===== src/rtl/whack_game_ctrl.sv =====
`default_nettype none
// ============================================================================
// Module   : whack_game_ctrl
// Purpose  : Whack-a-mole round sequencer: position request, mole window,
//            hit/miss judging, score/miss keeping and window speed-up.
// Revision : 1.0 - initial release
// ============================================================================
module whack_game_ctrl #(
  parameter int MOLE_TICKS   = 100000000,
  parameter int MIN_TICKS    = 25000000,
  parameter int STEP_TICKS   = 12500000,
  parameter int GAP_TICKS    = 50000000,
  parameter int SPEEDUP_HITS = 4,
  parameter int MAX_MISSES   = 3
) (
  input  logic       i_clk,
  input  logic       i_rst,
  input  logic       i_start,
  input  logic [4:0] i_btn,
  input  logic [2:0] i_mole_position,
  output logic       o_change_position,
  output logic [2:0] o_mole_pos,
  output logic       o_mole_visible,
  output logic [7:0] o_score,
  output logic [1:0] o_misses,
  output logic       o_hit,
  output logic       o_miss,
  output logic       o_game_over,
  output logic [2:0] o_state
);

  localparam logic [27:0] MOLE_W     = 28'(MOLE_TICKS);
  localparam logic [27:0] MIN_W      = 28'(MIN_TICKS);
  localparam logic [27:0] STEP_W     = 28'(STEP_TICKS);
  localparam logic [27:0] SHRINK_MIN = 28'(MIN_TICKS + STEP_TICKS);
  localparam logic [27:0] GAP_LAST   = 28'(GAP_TICKS - 1);
  localparam logic [7:0]  SPD_MASK   = 8'(SPEEDUP_HITS - 1);
  localparam logic [1:0]  MAX_M      = 2'(MAX_MISSES);

  typedef enum logic [2:0] {
    S_IDLE  = 3'd0,
    S_REQ   = 3'd1,
    S_LATCH = 3'd2,
    S_UP    = 3'd3,
    S_GAP   = 3'd4,
    S_OVER  = 3'd5
  } state_t;

  state_t      state_q,   state_d;
  logic [27:0] timer_q,   timer_d;
  logic [27:0] window_q,  window_d;
  logic [7:0]  score_q,   score_d;
  logic [1:0]  misses_q,  misses_d;
  logic [2:0]  mole_pos_q, mole_pos_d;
  logic        change_q,  change_d;
  logic        visible_q, visible_d;
  logic        hit_q,     hit_d;
  logic        miss_q,    miss_d;
  logic        over_q,    over_d;

  logic [4:0]  btn_mask;
  logic        btn_hit;
  logic        btn_wrong;
  logic [7:0]  score_inc;
  logic [1:0]  misses_inc;
  logic        speedup;

  always_comb begin
    btn_mask   = 5'd1 << mole_pos_q;
    btn_hit    = |(i_btn & btn_mask);
    btn_wrong  = |(i_btn & ~btn_mask);
    score_inc  = (score_q == 8'hFF) ? 8'hFF : score_q + 8'd1;
    misses_inc = misses_q + 2'd1;
    speedup    = ((score_inc & SPD_MASK) == 8'd0) && (score_inc != 8'd0);

    state_d    = state_q;
    timer_d    = timer_q;
    window_d   = window_q;
    score_d    = score_q;
    misses_d   = misses_q;
    mole_pos_d = mole_pos_q;
    visible_d  = visible_q;
    over_d     = over_q;
    change_d   = 1'b0;
    hit_d      = 1'b0;
    miss_d     = 1'b0;

    case (state_q)
      S_IDLE, S_OVER: begin
        if (i_start) begin
          score_d  = 8'd0;
          misses_d = 2'd0;
          timer_d  = 28'd0;
          window_d = MOLE_W;
          over_d   = 1'b0;
          change_d = 1'b1;
          state_d  = S_REQ;
        end
      end
      S_REQ: begin
        state_d = S_LATCH;
      end
      S_LATCH: begin
        mole_pos_d = i_mole_position;
        if (i_mole_position > 3'd4) begin
          change_d = 1'b1;
          state_d  = S_REQ;
        end else begin
          timer_d   = 28'd0;
          visible_d = 1'b1;
          state_d   = S_UP;
        end
      end
      S_UP: begin
        // Correct hole wins over stray bits pressed in the same cycle.
        if (btn_hit) begin
          score_d   = score_inc;
          hit_d     = 1'b1;
          visible_d = 1'b0;
          timer_d   = 28'd0;
          state_d   = S_GAP;
          if (speedup) begin
            window_d = (window_q >= SHRINK_MIN) ? window_q - STEP_W : MIN_W;
          end
        end else if (btn_wrong || (timer_q == window_q - 28'd1)) begin
          misses_d  = misses_inc;
          miss_d    = 1'b1;
          visible_d = 1'b0;
          timer_d   = 28'd0;
          if (misses_inc == MAX_M) begin
            over_d  = 1'b1;
            state_d = S_OVER;
          end else begin
            state_d = S_GAP;
          end
        end else begin
          timer_d = timer_q + 28'd1;
        end
      end
      S_GAP: begin
        if (timer_q == GAP_LAST) begin
          timer_d  = 28'd0;
          change_d = 1'b1;
          state_d  = S_REQ;
        end else begin
          timer_d = timer_q + 28'd1;
        end
      end
      default: begin
        state_d = S_IDLE;
      end
    endcase
  end

  always_ff @(posedge i_clk or posedge i_rst) begin
    if (i_rst) begin
      state_q    <= S_IDLE;
      timer_q    <= 28'd0;
      window_q   <= MOLE_W;
      score_q    <= 8'd0;
      misses_q   <= 2'd0;
      mole_pos_q <= 3'd0;
      change_q   <= 1'b0;
      visible_q  <= 1'b0;
      hit_q      <= 1'b0;
      miss_q     <= 1'b0;
      over_q     <= 1'b0;
    end else begin
      state_q    <= state_d;
      timer_q    <= timer_d;
      window_q   <= window_d;
      score_q    <= score_d;
      misses_q   <= misses_d;
      mole_pos_q <= mole_pos_d;
      change_q   <= change_d;
      visible_q  <= visible_d;
      hit_q      <= hit_d;
      miss_q     <= miss_d;
      over_q     <= over_d;
    end
  end

  assign o_change_position = change_q;
  assign o_mole_pos        = mole_pos_q;
  assign o_mole_visible    = visible_q;
  assign o_score           = score_q;
  assign o_misses          = misses_q;
  assign o_hit             = hit_q;
  assign o_miss            = miss_q;
  assign o_game_over       = over_q;
  assign o_state           = state_q;

endmodule
`default_nettype wire


===== config.mk =====
export PLATFORM = sky130hd
export DESIGN_NAME = whack_game_ctrl
export DESIGN_NICKNAME = d
export VERILOG_FILES = /design/src/rtl/whack_game_ctrl.sv
export SDC_FILE = /design/constraint.sdc
export NUM_CORES = 1
export LEC_CHECK = 0
export BUFFER_PORTS_ARGS = -buffer_cell sky130_fd_sc_hd__buf_4
export CAP_MARGIN = 10
export CORE_MARGIN = 1
export CORE_UTILIZATION = 65
export CTS_BUF_LIST = sky130_fd_sc_hd__clkbuf_4 sky130_fd_sc_hd__clkbuf_8 sky130_fd_sc_hd__clkbuf_16
export CTS_CLUSTER_SIZE = 12
export DETAILED_ROUTE_END_ITERATION = 12
export GPL_TIMING_DRIVEN = 0
export PLACE_DENSITY = 0.9
export REMOVE_ABC_BUFFERS = 1
export SLEW_MARGIN = 20
export SYNTH_ARGS = -nofsm -noshare
export SYNTH_HDL_FRONTEND = slang
export SYNTH_SLANG_ARGS = --single-unit

===== constraint.sdc =====
create_clock -name i_clk -period 5.8 [get_ports i_clk]
set_clock_uncertainty 0.2 [all_clocks]
set_input_delay 0.87 -clock i_clk [delete_from_list [all_inputs] [get_ports i_clk]]
set_output_delay 0.87 -clock i_clk [all_outputs]
set_load 0.02 [all_outputs]

Word level (Yosys, flattened, before mapping)
Index checks and enable logic that the tools add are counted.
Operators by class
  equal/unequal tests: 18
  mux-type cells: 44
  magnitude comparators: 2
  shift-type cells: 1
  bitwise gates (word level): 3
  reduce and logical (&&, ||, !) cells: 18
  add/sub/neg operators: 5
Operator list (count)
  $mux W28: 9
  $pmux W28 S4: 1
  $pmux W28 S2: 1
  $add A28 B1 Y28 const B: 1
  $eq A28 B26 Y1 const B: 1
  $eq A28 B28 Y1: 1
  $ge A28 B26 Y1 const B: 1
  $sub A28 B1 Y28 const B: 1
  $sub A28 B24 Y28 const B: 1
  $mux W8: 3
  $mux W1: 16
  $ne A2 B2 Y1 const B: 8
  $pmux W8 S2: 1
  $pmux W3 S5: 1
  $mux W3: 4
  $reduce_and A3 Y1: 4
  $and A5 B5 Y5: 2
  $reduce_or A5 Y1: 2
  $add A8 B1 Y8 const B: 1
  $eq A8 B8 Y1 const B: 1
  $logic_not A8 Y1: 1
  $mux W2: 4
  $reduce_and A4 Y1: 2
  $reduce_bool A8 Y1: 1
  19 further kinds: 23
Storage, ports and cells
  register bits after elaboration: 77
  output and inout port bits: 21
  word-level logic and storage cells: 102
  bits of input ports: 11

Logic depth before layout (Yosys ltp)
  depth after elaboration: 8
  mapped depth: 14
  gate-level depth less buffers: 10

Least setup slack after synthesis
Ideal clock, no wire load.
  path type: reg2reg
  from: register window_q[5]
  to: register timer_q[6]
  data arrival time: 2962 ps
  data required time: 5477 ps
  path buffers: 4
  cell stages (with the launch flop): 15
  period minus slack after synthesis: 3285 ps
  setup time: 123 ps
  slack: 2515 ps
  path through: dfrtp_1 -> clkbuf_1 -> inv_1 -> ha_1 -> buf_2 -> or4b_1 -> buf_2 -> or3_1 -> a21oi_1 -> o311ai_1 -> nor4_2 -> a211oi_4 -> buf_6 -> nor3b_1 -> nor2_1
Between the ends
  word-level cells in the longest chain between the ends: 6
Ends and longest elaborated chain
  from (decl): line 51  | logic [27:0] window_q, window_d;
  from (signal assigned): line 171  | window_q <= window_d;
  $sub A28 B1 Y28: line 125  | end else if (btn_wrong || (timer_q == window_q - 28'd1)) begin
  $eq A28 B28 Y1: line 125
  $logic_or A1 B1 Y1: line 125
  $mux W28: line 125
  $mux W28: line 116  | if (btn_hit) begin
  $pmux W28 S4: line 88  | case (state_q)
  to (signal assigned): line 170  | timer_q <= timer_d;
  to (decl): line 50  | logic [27:0] timer_q, timer_d;
Every way passes these cells.
A chain may end at the register's enable or synchronous reset.

Final worst setup path
  from: register window_q[5]
  to: register timer_q[8]
Same word-level chain as after synthesis.

==> flow_summary.json <==
{
  "fp-row-count": 32,
  "dp_slack_ns": 1.49,
  "tightest_slew_ns": 0.853,
  "synth-edff-count": 0,
  "gr-usage-all-layers_pct": 32.9,
  "ys_ff_latch": 72,
  "p_comb_share_pct": 40.0,
  "syn_to_final_growth_pct": 8.08,
  "intPower_uw": 1120,
  "die_x_um": 91.5,
  "grt_start_max_net_pins": 38,
  "drt_iter0_markers": 411,
  "swShare_pct": 43.2,
  "slew_viol_final": 0,
  "whs_ns": 0.299,
  "hp-class": "reg2reg",
  "required_ns": 5.83,
  "cts_setup_buffers": 0,
  "stdcell_area_um2": 5630,
  "netlist_area_um2": 5200,
  "synth_top_area_share_pct": 28.8,
  "synth-async-reset-ratio_pct": 100,
  "clockRootBuffer": "clkbuf_8",
  "place_congestion": 0.884,
  "initial_core_util_pct": 67.4,
  "grt_overflow": 0,
  "synth_area_leaders": "dfrtp_1 (29%), nand2_1 (6.3%), dfstp_2 (6.1%)",
  "cp-start-kind": "register",
  "setup_slack_ns": 1.62,
  "switching_power_uw": 851,
  "status": "finished clean",
  "die_area_um2": 8370,
  "htree_levels": 3,
  "wl_per_cell_um": 17.5,
  "leakage_uw": 0.00230,
  "vias": 4915,
  "yosys_warnings": 0,
  "setup_viol": 0,
  "routed_wl_um": 13100,
  "worstPathMaxFanout": 18,
  "arrival_ns": 4.21,
  "critPathKind": "reg2reg",
  "clockPowerShare_pct": 20.8,
  "nets": 654,
  "drc": 0,
  "synth_cell_types": 81,
  "grt_pass1_vias": 4596,
  "clk_pin_slew_ns": 0.08,
  "clkLatencyLatePin_ns": 0.36,
  "grt_pass1_wl_um": 21900,
  "diodes": 0,
  "cts_buffer_depth": 2,
  "seqCellArea_um2": 1820,
  "fin_crit_ns": 4.18,
  "synthFlopType": "dfrtp_1",
  "max-slew-margin-rel_pct": 42.9,
  "fmax_ghz": 0.239,
  "port_buffers": 31,
  "cp-end-kind": "register",
  "drtAntennaViolNets": 0,
  "p_seq_share_pct": 39.2,
  "fin_tns_setup_ns": 0,
  "final_hold_viol_count": 0,
  "avgSynthCellArea_um2": 8.13,
  "cts_resized": 0,
  "multiInputGateArea_um2": 3130,
  "cts_tree": "yes",
  "core_um2": 7730,
  "grt_setup_unrepaired": "false",
  "maxCapViolations": 0,
  "cts_made_buffers": 9,
  "layout-drive-gt1-share_pct": 14.2,
  "fillerInstances": 574,
  "vias_per_cell": 6.60,
  "period_share_pct": 72.1,
  "dp_hpwl_um": 9220,
  "io_pins": 32,
  "p_per_area_nw_per_um2": 350,
  "yosys.area.top_type": "dfrtp_1",
  "yosysSeqAreaShare_pct": 34.9,
  "cts_sinks": 72,
  "hold_buffers": 0,
  "ir_drop_uv": 260,
  "antenna_found_initial": 0,
  "dpl-instance-area_um2": 5410,
  "dr.pass1.iters": 8,
  "die-height_um": 91.5,
  "syn_inst": 640
}
-- worst paths after layout --
check | to | startpoint | cells past startpoint | slack (ns)
worst max-delay path | timer_q[8]$_DFFE_PP0P_ | window_q[5]$_DFFE_PP0P_ | 11 | 1.62
worst min-delay path | o_mole_visible$_DFFE_PP0P_ | o_mole_visible$_DFFE_PP0P_ | 1 | 0.30
worst max register to register | timer_q[8]$_DFFE_PP0P_ | window_q[5]$_DFFE_PP0P_ | 11 | 1.62
worst min register to register | o_mole_visible$_DFFE_PP0P_ | o_mole_visible$_DFFE_PP0P_ | 1 | 0.30
max in group asynchronous | timer_q[22]$_DFFE_PP0P_ | i_rst | 3 | 4.51
min in group asynchronous | o_score[2]$_DFFE_PP0P_ | i_rst | 2 | 0.32
-- cell usage in the layout, fill, tap and decap left out, types with 6 or more instances in the layout --
cell type | synthesis | routed
a21oi_1 | 32 | 32
and2_1 | 10 | 10
and3_1 | 8 | 8
buf_4 | 2 | 31
clkbuf_8 | 0 | 10
dfrtp_1 | 60 | 60
dfstp_2 | 12 | 12
inv_1 | 16 | 15
mux2_2 | 6 | 6
mux2i_1 | 7 | 7
nand2_1 | 88 | 88
nand2b_1 | 8 | 8
nand3_1 | 18 | 18
nand4_1 | 13 | 13
nor2_1 | 50 | 50
nor2b_1 | 10 | 9
nor3_1 | 23 | 23
nor3b_1 | 7 | 7
nor4_1 | 7 | 7
o21a_1 | 6 | 6
o21ai_0 | 37 | 37
o21ai_1 | 15 | 15
o22ai_1 | 15 | 14
or3_1 | 9 | 9
xnor2_1 | 22 | 22
xor2_1 | 12 | 12
-- state kept, by name (all words and copies together) (netlist names), 2 cells and up --
signal and cells:
o_misses 2, window_q 23, timer_q 28, o_score 8
o_state 3, o_mole_pos 3
-- synthesized netlist by cell type, drive strengths merged (3+ instances only) --
cell type	number
clkbuf	36
nor3	25
nand3b	4
o21bai	3
mux2	6
o21a	6
or3	9
dfrtp	60
o22ai	15
nor2	52
inv	16
and3b	3
dfstp	12
and4	3
a211o	4
nor2b	10
a21oi	33
and2	10
a311oi	3
o31ai	5
xnor2	22
a22o	5
nand3	18
o21ai	52
xor2	12
nand2b	8
buf	12
mux2i	7
nor4b	3
and3	8
a211oi	5
o211ai	6
nand2	88
nor3b	7
nor4	10
nand4	13
o22a	3
nor4bb	3
ha	5
-- final cells by class --
class | count | area share [%]
Clock buffer | 11 | 2.58
Tap cell | 102 | 2.27
Multi-Input combinational cell | 504 | 55.6
Sequential cell | 72 | 32.3
Timing Repair Buffer | 35 | 5.09
Inverter | 16 | 1.11
Clock inverter | 5 | 1.00
-- cells by family (layout without fill, tap and decap cells) --
logic type                 Yosys count  after routing  share of synthesized area [%]
AOI/OAI and AO/OA                  169            169                           21.6
xor gates and xnor gates            34             34                           5.72
adders and majority gates            5              5                           1.20
buffers and inverters               64             67                           5.19
DFF                                 72             72                           34.9
muxes                               13             13                           2.64
and+or+nand+nor                    283            283                           28.7
-- through the flow --
stage | total power, uW | utilization, % | std cells
after floorplan | 1280 | - | 592
after global placement | 1490 | 69.3 | 725
after detailed placement | 1550 | 70.0 | 728
after CTS | 1960 | 72.7 | 744
after global routing | 2090 | 72.8 | 745
final | 1970 | 72.8 | 745
-- power groups by stage --
| stage | clock network (uW) | registers [uW] | logic (uW) |
|---|---|---|---|
| 6_report | 410 | 772 | 788 |
| 3_5_place_dp | 0 | 773 | 775 |
| 4_1_cts | 410 | 765 | 781 |
| 2_1_floorplan | 0 | 776 | 507 |
| 3_3_place_gp | 0 | 765 | 727 |
| 5_1_grt | 433 | 790 | 866 |
-- routing by layer --
layer	vias to the layer above	wire length (um)	share of wire (%)	GRT usage [%]
li1	2304	-	-	-
met1	2353	5570	43	44.5
met2	227	6250	48	52.2
met3	31	938	7.2	6.45
met4	0	310	2.4	12.0
met5	-	0	0	0
-- critical path, cell delays in order, from the launching register on --
cell and delay (ns):
dfrtp_1 0.51, inv_1 0.11, ha_1 0.38, or4b_1 0.68, or3_1 0.42, a21oi_1 0.20
o311ai_1 0.14, nor4_2 0.46, a211oi_4 0.20, buf_6 0.22, nor2_4 0.34, o211ai_1 0.16
Note: power is estimated with default switching activity, not from simulation.
